## src/rtl/alu_iterative.sv

```systemverilog
// Multi-cycle EX-stage unit: single-cycle logic/arith ops plus iterative shift-add MUL and restoring DIV.
// Optional feature macro: ALU_SIGNED_MULDIV_EN (two's-complement MUL/DIV); default build is unsigned.
module alu_iterative #(
    parameter int WIDTH = 32,
    parameter int CNT_W = $clog2(WIDTH) + 1
) (
    input  logic             clk,
    input  logic             rst,
    input  logic             start,
    input  logic [3:0]       alu_op,
    input  logic [WIDTH-1:0] rs_data,
    input  logic [WIDTH-1:0] rt_data,
    output logic             busy,
    output logic             done,
    output logic [WIDTH-1:0] result_lo,
    output logic [WIDTH-1:0] result_hi,
    output logic             zero,
    output logic             overflow,
    output logic             div_zero,
    output logic             illegal_op
);

`ifdef ALU_SIGNED_MULDIV_EN
    localparam logic SIGNED_MD = 1'b1;
`else
    localparam logic SIGNED_MD = 1'b0;
`endif

    localparam logic [3:0] OP_AND  = 4'b0000;
    localparam logic [3:0] OP_OR   = 4'b0001;
    localparam logic [3:0] OP_ADD  = 4'b0010;
    localparam logic [3:0] OP_XOR  = 4'b0011;
    localparam logic [3:0] OP_NOR  = 4'b0100;
    localparam logic [3:0] OP_SLTU = 4'b0101;
    localparam logic [3:0] OP_SUB  = 4'b0110;
    localparam logic [3:0] OP_SLT  = 4'b0111;
    localparam logic [3:0] OP_MUL  = 4'b1000;
    localparam logic [3:0] OP_DIV  = 4'b1001;

    localparam logic [WIDTH-1:0] MOST_NEG = {1'b1, {(WIDTH-1){1'b0}}};

    typedef enum logic [1:0] {S_IDLE, S_RUN, S_DONE} state_t;

    state_t             state;
    logic [CNT_W-1:0]   cnt;
    logic               is_div;
    logic               neg_a;
    logic               neg_b;
    logic               md_ovf;
    logic [WIDTH-1:0]   opnd_r;
    logic [WIDTH-1:0]   acc_hi;
    logic [WIDTH-1:0]   acc_lo;

    function automatic logic [WIDTH-1:0] neg_if(input logic [WIDTH-1:0] v, input logic n);
        return n ? -v : v;
    endfunction

    function automatic logic [2*WIDTH-1:0] neg2_if(input logic [2*WIDTH-1:0] v, input logic n);
        return n ? -v : v;
    endfunction

    function automatic logic [WIDTH-1:0] magnitude(input logic [WIDTH-1:0] v);
        return neg_if(v, SIGNED_MD && v[WIDTH-1]);
    endfunction

    logic signed [WIDTH-1:0] rs_s;
    logic signed [WIDTH-1:0] rt_s;
    logic [WIDTH-1:0]        add_sum;
    logic [WIDTH-1:0]        sub_dif;
    logic [WIDTH-1:0]        alu_lo;
    logic                    alu_ovf;
    logic                    alu_ill;

    assign rs_s    = rs_data;
    assign rt_s    = rt_data;
    assign add_sum = rs_data + rt_data;
    assign sub_dif = rs_data - rt_data;

    always_comb begin
        alu_lo  = '0;
        alu_ovf = 1'b0;
        alu_ill = 1'b0;
        case (alu_op)
            OP_AND:  alu_lo = rs_data & rt_data;
            OP_OR:   alu_lo = rs_data | rt_data;
            OP_XOR:  alu_lo = rs_data ^ rt_data;
            OP_NOR:  alu_lo = ~(rs_data | rt_data);
            OP_ADD: begin
                alu_lo  = add_sum;
                alu_ovf = (rs_data[WIDTH-1] == rt_data[WIDTH-1]) &&
                          (add_sum[WIDTH-1] != rs_data[WIDTH-1]);
            end
            OP_SUB: begin
                alu_lo  = sub_dif;
                alu_ovf = (rs_data[WIDTH-1] != rt_data[WIDTH-1]) &&
                          (sub_dif[WIDTH-1] != rs_data[WIDTH-1]);
            end
            OP_SLT:  alu_lo = {{(WIDTH-1){1'b0}}, (rs_s < rt_s)};
            OP_SLTU: alu_lo = {{(WIDTH-1){1'b0}}, (rs_data < rt_data)};
            OP_MUL, OP_DIV: alu_lo = '0;
            default: alu_ill = 1'b1;
        endcase
    end

    // One iteration step: MUL shifts the partial product right, DIV shifts the remainder left.
    logic [WIDTH:0]     mul_sum;
    logic [WIDTH:0]     div_shift;
    logic [WIDTH:0]     div_diff;
    logic [WIDTH-1:0]   nxt_hi;
    logic [WIDTH-1:0]   nxt_lo;
    logic [2*WIDTH-1:0] fin_prod;
    logic [WIDTH-1:0]   fin_lo;
    logic [WIDTH-1:0]   fin_hi;

    always_comb begin
        mul_sum   = {1'b0, acc_hi} + (acc_lo[0] ? {1'b0, opnd_r} : '0);
        div_shift = {acc_hi, acc_lo[WIDTH-1]};
        div_diff  = div_shift - {1'b0, opnd_r};
        if (is_div) begin
            nxt_hi = div_diff[WIDTH] ? div_shift[WIDTH-1:0] : div_diff[WIDTH-1:0];
            nxt_lo = {acc_lo[WIDTH-2:0], ~div_diff[WIDTH]};
        end else begin
            nxt_hi = mul_sum[WIDTH:1];
            nxt_lo = {mul_sum[0], acc_lo[WIDTH-1:1]};
        end
        fin_prod = neg2_if({nxt_hi, nxt_lo}, neg_a ^ neg_b);
        if (is_div) begin
            fin_lo = neg_if(nxt_lo, neg_a ^ neg_b);
            fin_hi = neg_if(nxt_hi, neg_a);
        end else begin
            fin_lo = fin_prod[WIDTH-1:0];
            fin_hi = fin_prod[2*WIDTH-1:WIDTH];
        end
    end

    always_ff @(posedge clk) begin
        if (rst) begin
            state      <= S_IDLE;
            busy       <= 1'b0;
            done       <= 1'b0;
            cnt        <= '0;
            is_div     <= 1'b0;
            neg_a      <= 1'b0;
            neg_b      <= 1'b0;
            md_ovf     <= 1'b0;
            result_lo  <= '0;
            result_hi  <= '0;
            zero       <= 1'b0;
            overflow   <= 1'b0;
            div_zero   <= 1'b0;
            illegal_op <= 1'b0;
        end else begin
            done <= 1'b0;
            unique case (state)
                S_IDLE, S_DONE: begin
                    state <= S_IDLE;
                    busy  <= 1'b0;
                    if (start) begin
                        if (alu_op == OP_MUL) begin
                            state  <= S_RUN;
                            busy   <= 1'b1;
                            cnt    <= CNT_W'(WIDTH);
                            is_div <= 1'b0;
                            neg_a  <= SIGNED_MD && rs_data[WIDTH-1];
                            neg_b  <= SIGNED_MD && rt_data[WIDTH-1];
                            md_ovf <= 1'b0;
                            opnd_r <= magnitude(rs_data);
                            acc_lo <= magnitude(rt_data);
                            acc_hi <= '0;
                        end else if (alu_op == OP_DIV && rt_data == '0) begin
                            state      <= S_DONE;
                            done       <= 1'b1;
                            result_lo  <= '1;
                            result_hi  <= rs_data;
                            zero       <= 1'b0;
                            overflow   <= 1'b0;
                            div_zero   <= 1'b1;
                            illegal_op <= 1'b0;
                        end else if (alu_op == OP_DIV) begin
                            state  <= S_RUN;
                            busy   <= 1'b1;
                            cnt    <= CNT_W'(WIDTH);
                            is_div <= 1'b1;
                            neg_a  <= SIGNED_MD && rs_data[WIDTH-1];
                            neg_b  <= SIGNED_MD && rt_data[WIDTH-1];
                            md_ovf <= SIGNED_MD && (rs_data == MOST_NEG) && (rt_data == '1);
                            opnd_r <= magnitude(rt_data);
                            acc_lo <= magnitude(rs_data);
                            acc_hi <= '0;
                        end else begin
                            state      <= S_DONE;
                            done       <= 1'b1;
                            result_lo  <= alu_lo;
                            result_hi  <= '0;
                            zero       <= (alu_lo == '0);
                            overflow   <= alu_ovf;
                            div_zero   <= 1'b0;
                            illegal_op <= alu_ill;
                        end
                    end
                end
                S_RUN: begin
                    cnt    <= cnt - CNT_W'(1);
                    acc_hi <= nxt_hi;
                    acc_lo <= nxt_lo;
                    if (cnt == CNT_W'(1)) begin
                        state      <= S_DONE;
                        busy       <= 1'b0;
                        done       <= 1'b1;
                        result_lo  <= fin_lo;
                        result_hi  <= fin_hi;
                        zero       <= (fin_lo == '0);
                        overflow   <= md_ovf;
                        div_zero   <= 1'b0;
                        illegal_op <= 1'b0;
                    end
                end
                default: begin
                    state <= S_IDLE;
                    busy  <= 1'b0;
                end
            endcase
        end
    end

endmodule

```

## config.mk

```make
export PLATFORM = sky130hd
export DESIGN_NAME = alu_iterative
export DESIGN_NICKNAME = d
export VERILOG_FILES = /design/src/rtl/alu_iterative.sv
export SDC_FILE = /design/constraint.sdc
export NUM_CORES = 1
export LEC_CHECK = 0
export ABC_AREA = 1
export ABC_CLOCK_PERIOD_IN_PS = 5900
export BUFFER_PORTS_ARGS = -buffer_cell sky130_fd_sc_hd__buf_2
export CORE_ASPECT_RATIO = 0.8
export CORE_MARGIN = 10
export CORE_UTILIZATION = 60
export DETAILED_ROUTE_END_ITERATION = 6
export GPL_ROUTABILITY_DRIVEN = 0
export HOLD_SLACK_MARGIN = 0.06
export PLACE_DENSITY = 0.79
export SYNTH_ARGS = -nofsm -noshare
export SYNTH_HDL_FRONTEND = slang
export SYNTH_SLANG_ARGS = --single-unit
```

## constraint.sdc

```tcl
create_clock -name clk -period 5.9 [get_ports clk]
set_input_delay 0.885 -clock clk [delete_from_list [all_inputs] [get_ports clk]]
set_output_delay 0.885 -clock clk [all_outputs]
set_load 0.02 [all_outputs]
```

* After elaboration in Yosys (flattened, before gate mapping) *
Cells that the tools add are included.

cells by class
  eq/ne operators = 23
  $add $sub $neg = 6
  order comparisons = 2
  reduce and logical (&&, ||, !) cells = 17
  bitwise operators = 6
  mux-type cells = 85

operators by type and width
  kind                  count
  $mux W32              27
  $pmux W32 S2          4
  $pmux W32 S8          1
  $logic_not A32 Y1     3
  $lt A32 B32 Y1        2
  $mux W1               35
  $add A32 B32 Y33      1
  $sub A33 B32 Y33      1
  $add A32 B32 Y32      1
  $and A32 B32 Y32      1
  $neg A32 Y32          1
  $not A32 Y32          1
  $or A32 B32 Y32       1
  $sub A32 B32 Y32      1
  $xor A32 B32 Y32      1
  $mux W6               4
  $eq A4 B3 Y1 const B  4
  $reduce_and A5 Y1     3
  $pmux W1 S2           7
  $pmux W6 S2           1
  $mux W2               5
  $reduce_or A10 Y1     1
  $ne A3 B3 Y1 const B  3
  $eq A4 B2 Y1 const B  2
  other kinds (17)      28

storage, ports and cells
  flip-flop bits (word level) = 176
  output and inout port bits = 70
  bits of input ports = 71
  logic and storage cells = 154

* Longest topological paths before layout *
  word-level depth = 9
  mapped depth = 22
  gate-level depth less buffers = 21

* Worst setup path after synthesis *
No wires, ideal clock.

  path type = input -> register
  start point = input port rt_data[19]
  end point = register acc_hi[0] (enable)
  slack = 1.215 ns
  data required time = 5.414 ns
  arrival = 4.199 ns
  cell stages on the path = 10
  library setup time = 0.486 ns
  buffers on the path = 0
  cells stage by stage = inv_1 -> nand3_1 -> nor2_1 -> nand2_1 -> nor2_1 -> nand2_1 -> nand2_1 -> nor2_1 -> nor2_1 -> nor2_1

between the ends
  cells in the longest elaborated chain, start to end = 4

ends and longest elaborated chain
  item                         RTL line  RTL
  from (decl)                  12        input logic [WIDTH-1:0] rt_data,
  $logic_not A32 Y1            170       end else if (alu_op == OP_DIV && rt_data == '0) begin
  $logic_and A1 B1 Y1          170
  $ne A3 B3 Y1 (no line)       -
  $reduce_and A5 Y1 (no line)  -
  to (signal assigned)         204       acc_hi <= nxt_hi;
  to (decl)                    51        logic [WIDTH-1:0] acc_hi;

No other way between the ends.
A chain may end at the register's enable or synchronous reset.

* Worst setup path in the final report *
  start point = register acc_lo[31]
  end point = register acc_hi[9] (data pin)

between the ends
  cells in the longest elaborated chain, start to end = 4

ends and longest elaborated chain
  item                    RTL line  RTL
  from (decl)             52        logic [WIDTH-1:0] acc_lo;
  from (signal assigned)  168       acc_lo <= magnitude(rt_data);
  from (signal assigned)  188       acc_lo <= magnitude(rs_data);
  from (signal assigned)  205       acc_lo <= nxt_lo;
  $sub A33 B32 Y33        118       div_diff = div_shift - {1'b0, opnd_r};
  $mux W32                120       nxt_hi = div_diff[WIDTH] ? div_shift[WIDTH-1:0] : div_diff[WIDTH-1:0];
  $mux W32                119       if (is_div) begin
  $pmux W32 S2            154       unique case (state)

No other way between the ends.

==> flow_summary.toml <==
[yosys]
synth_cells = 3165
yosys.cell_count.top_type = "nand2_1"
synth_edf_count = 96
synth_area_per_cell_um2 = 6.139
yosysUniqueCellTypes = 61
synth_ff_type = "edfxtp_1"
synthArstFlopShare_pct = 0
syn_area_um2 = 19430
yosys_register_bits = 175
synth_area_leaders = "nand2_1 16%, edfxtp_1 15%, ha_1 11%"
ys_warn_count = 0
syn_nets = 3405
yosys.area.top_type = "nand2_1"
yosysSeqAreaShare_pct = 22.98
yosys-top-cells-count = "833 x nand2_1, 482 x inv_1, 342 x nor2_1, 275 x o21ai_0"
synth_top_area_share_pct = 16.09

[timing]
finalSetupTns_ns = 0
fin_ws_ns = 1.725
worst_pin_slew_ns = 1.401
slew_violations = 0
slew_headroom_pct = 6.375
min_period_ns = 4.175
fin_skew_ns = 0.01359
final-setup-viol-count = 0
hold_viol = 0
max_freq_ghz = 0.2395
fin_crit_sh_pct = 70.77
rsz0062_at_grt = "false"

[setup_path]
crit-reg2reg-launch = "acc_lo[31]$_DFFE_PP_"
reg2reg_depth = 19
r2r-end = "acc_hi[9]$_SDFFCE_PN0P_"
cp_max_fo = 38
worstSetupEndpointType = "flop"
worst_ep_arrival_time_ns = 4.36
crit_type = "flop to flop"
cp-start-kind = "flop"
cp_data_required_time_ns = 6.08
rrSetupSlack_ns = 1.72

[pwr]
max-vdd-ir-drop_uv = 220.2
cellLeakagePower_nw = 10.57
powerDensity_nw_per_um2 = 175.4

[clock_network]
cts_buffer_depth = 2
cts_root_buf = "clkbuf_16"
cts_hold_buf = 0
cts_resized = 0
cts.sinks = 175
clk_pin_slew_ns = 0.07
cts_tree = "done"
postCtsSetupBuffers = 0
clk_latency_ns = 0.44
cts-buffers-inserted = 17
htreeDepth = 4

[final_layout]
seq_area_um2 = 4466
multiInputGateArea_um2 = 12530
final.fill_count = 2941
nets = 3460
drive_above_1_share_pct = 8.042
antennaDiodeCount = 0
syn2layout_area_growth_pct = 6.787

[routing]
wirelength_mm = 75.80
drc = 52
via_per_inst = 6.290
drt_first_pass_iters = 7
drt-wirelength-per-cell_um = 20.75
drtAntennaViolNets = 0
first_iter_violations = 4307
vias = 22980

[floorplan]
die_area_um2 = 40030
io_pins = 141
num_rows = 58
die_w_um = 221.2
core_area_um2 = 31710
die_h_um = 181.0
initial_core_util_pct = 61.27

[place]
dp_slack_ns = 1.889
io_buffers = 140
dp_hpwl_mm = 60.13

[global_route]
grt_pass1_vias = 20530
antenna_found_initial = 0
grt_pass1_wl_mm = 115.0
grt_max_degree = 97
grt.total_usage_pct = 35.72
globalRoute.totalOverflow = 0

[min_path]
hold_depth = 2
worstHoldPathType = "flop to flop"
min_to = "result_lo[30]$_SDFFE_PP0P_"
hp-start = "result_lo[30]$_SDFFE_PP0P_"

[status]
violations = "design-rule violations"
status = "complete, but fails checks"

[flow_run]
drv_cap = 0
==> power breakdown <==
| part | switching [mW] | internal (mW) | leakage, nW |
|---|---|---|---|
| Clock | 0.490 | 0.581 | 0.268 |
| Combinational | 0.841 | 0.333 | 8.77 |
| Sequential | 0.0500 | 1.34 | 1.53 |
| Total | 1.38 | 2.26 | 10.6 |
==> logic make-up after synthesis <==
family / count (synthesis) / synth area share (%)
and+or+nand+nor: 1503 / 31.99
AOI/OAI and AO/OA: 677 / 20.06
buffers and inverters: 613 / 12.68
DFF: 175 / 22.98
adders and majority gates: 169 / 11.04
xor gates and xnor gates: 28 / 1.262
==> area by class of cell <==
class	count	area share [%]
multi-input cells	2377	60.40
flip-flops and latches	175	21.52
inverters	493	8.931
repair buffers	156	3.956
well taps	420	2.533
clock buffers	22	2.292
clock inverters	10	0.3678
==> sequential cells by signal, indices dropped and copies added (netlist names), 2 cells and up <==
| signal | cells |
|---|---|
| cnt | 6 |
| acc_hi | 32 |
| opnd_r | 32 |
| result_lo | 32 |
| result_hi | 32 |
| acc_lo | 32 |
| state | 2 |
==> critical path, stage by stage, from the launching register on <==
cell and delay, ns:
edfxtp_1 0.37, inv_1 0.15, ha_1 0.25, fa_1 0.43
inv_1 0.09, nand3_1 0.11, nand2_2 0.14, a21oi_4 0.09
o21ai_4 0.20, nand2_2 0.09, nand2_4 0.11, nand2_2 0.06
nand2_1 0.06, nand2_1 0.05, nand2_2 0.69, inv_2 0.46
nand2_1 0.17, o211ai_1 0.10, nand2_1 0.21, inv_1 0.07
==> cell usage in the layout, fill, tap and decap left out, drive strengths merged, types with 17 or more instances in the layout <==
cell type	synthesis	final
o21ai	295	295
a221oi	23	23
nor3	17	17
a31oi	22	22
nand4	35	35
nor2	349	349
o211ai	30	30
nand3	213	213
ha	165	165
dfxtp	79	79
clkbuf	56	22
o22ai	28	28
inv	491	497
a21oi	226	226
edfxtp	96	96
buf	64	156
nand2	846	846
==> how the worst max path moves through the flow <==
stage                          endpoint  slack, ns                 start  cells past startpoint
2_1_floorplan   acc_hi[0]$_SDFFCE_PN0P_       1.21           rt_data[19]                     10
3_3_place_gp    acc_hi[7]$_SDFFCE_PN0P_       1.94             alu_op[3]                     10
3_5_place_dp    acc_hi[8]$_SDFFCE_PN0P_       1.89             alu_op[3]                     10
4_1_cts         acc_hi[9]$_SDFFCE_PN0P_       1.87  acc_lo[31]$_DFFE_PP_                     19
5_1_grt        acc_hi[30]$_SDFFCE_PN0P_       1.50  acc_lo[31]$_DFFE_PP_                     19
6_report        acc_hi[9]$_SDFFCE_PN0P_       1.72  acc_lo[31]$_DFFE_PP_                     19
==> through the flow <==
stage	cell area (um2)	std cells	total power, mW	hold slack [ns]	util, %
finish	20750	3653	3.638	0.4816	65.43
global route	20750	3653	3.773	0.5008	65.43
CTS	20750	3653	3.566	0.4771	65.43
detailed placement	20200	3621	2.522	0.4627	63.69
global placement	20200	3621	2.500	0.4655	63.69
floorplan	19430	3165	2.155	0.5211	-
==> metal layers <==
layer / GRT usage, % / part of all wire (%) / up-vias / wire length (um)
li1: - / - / 10470 / -
met1: 48.89 / 39 / 10220 / 29650
met2: 48.71 / 38 / 1993 / 28680
met3: 12.68 / 18 / 293 / 13350
met4: 16.14 / 5.3 / 2 / 4024
met5: 1.609 / 0.12 / - / 89
(Power assumes the default switching activity.)
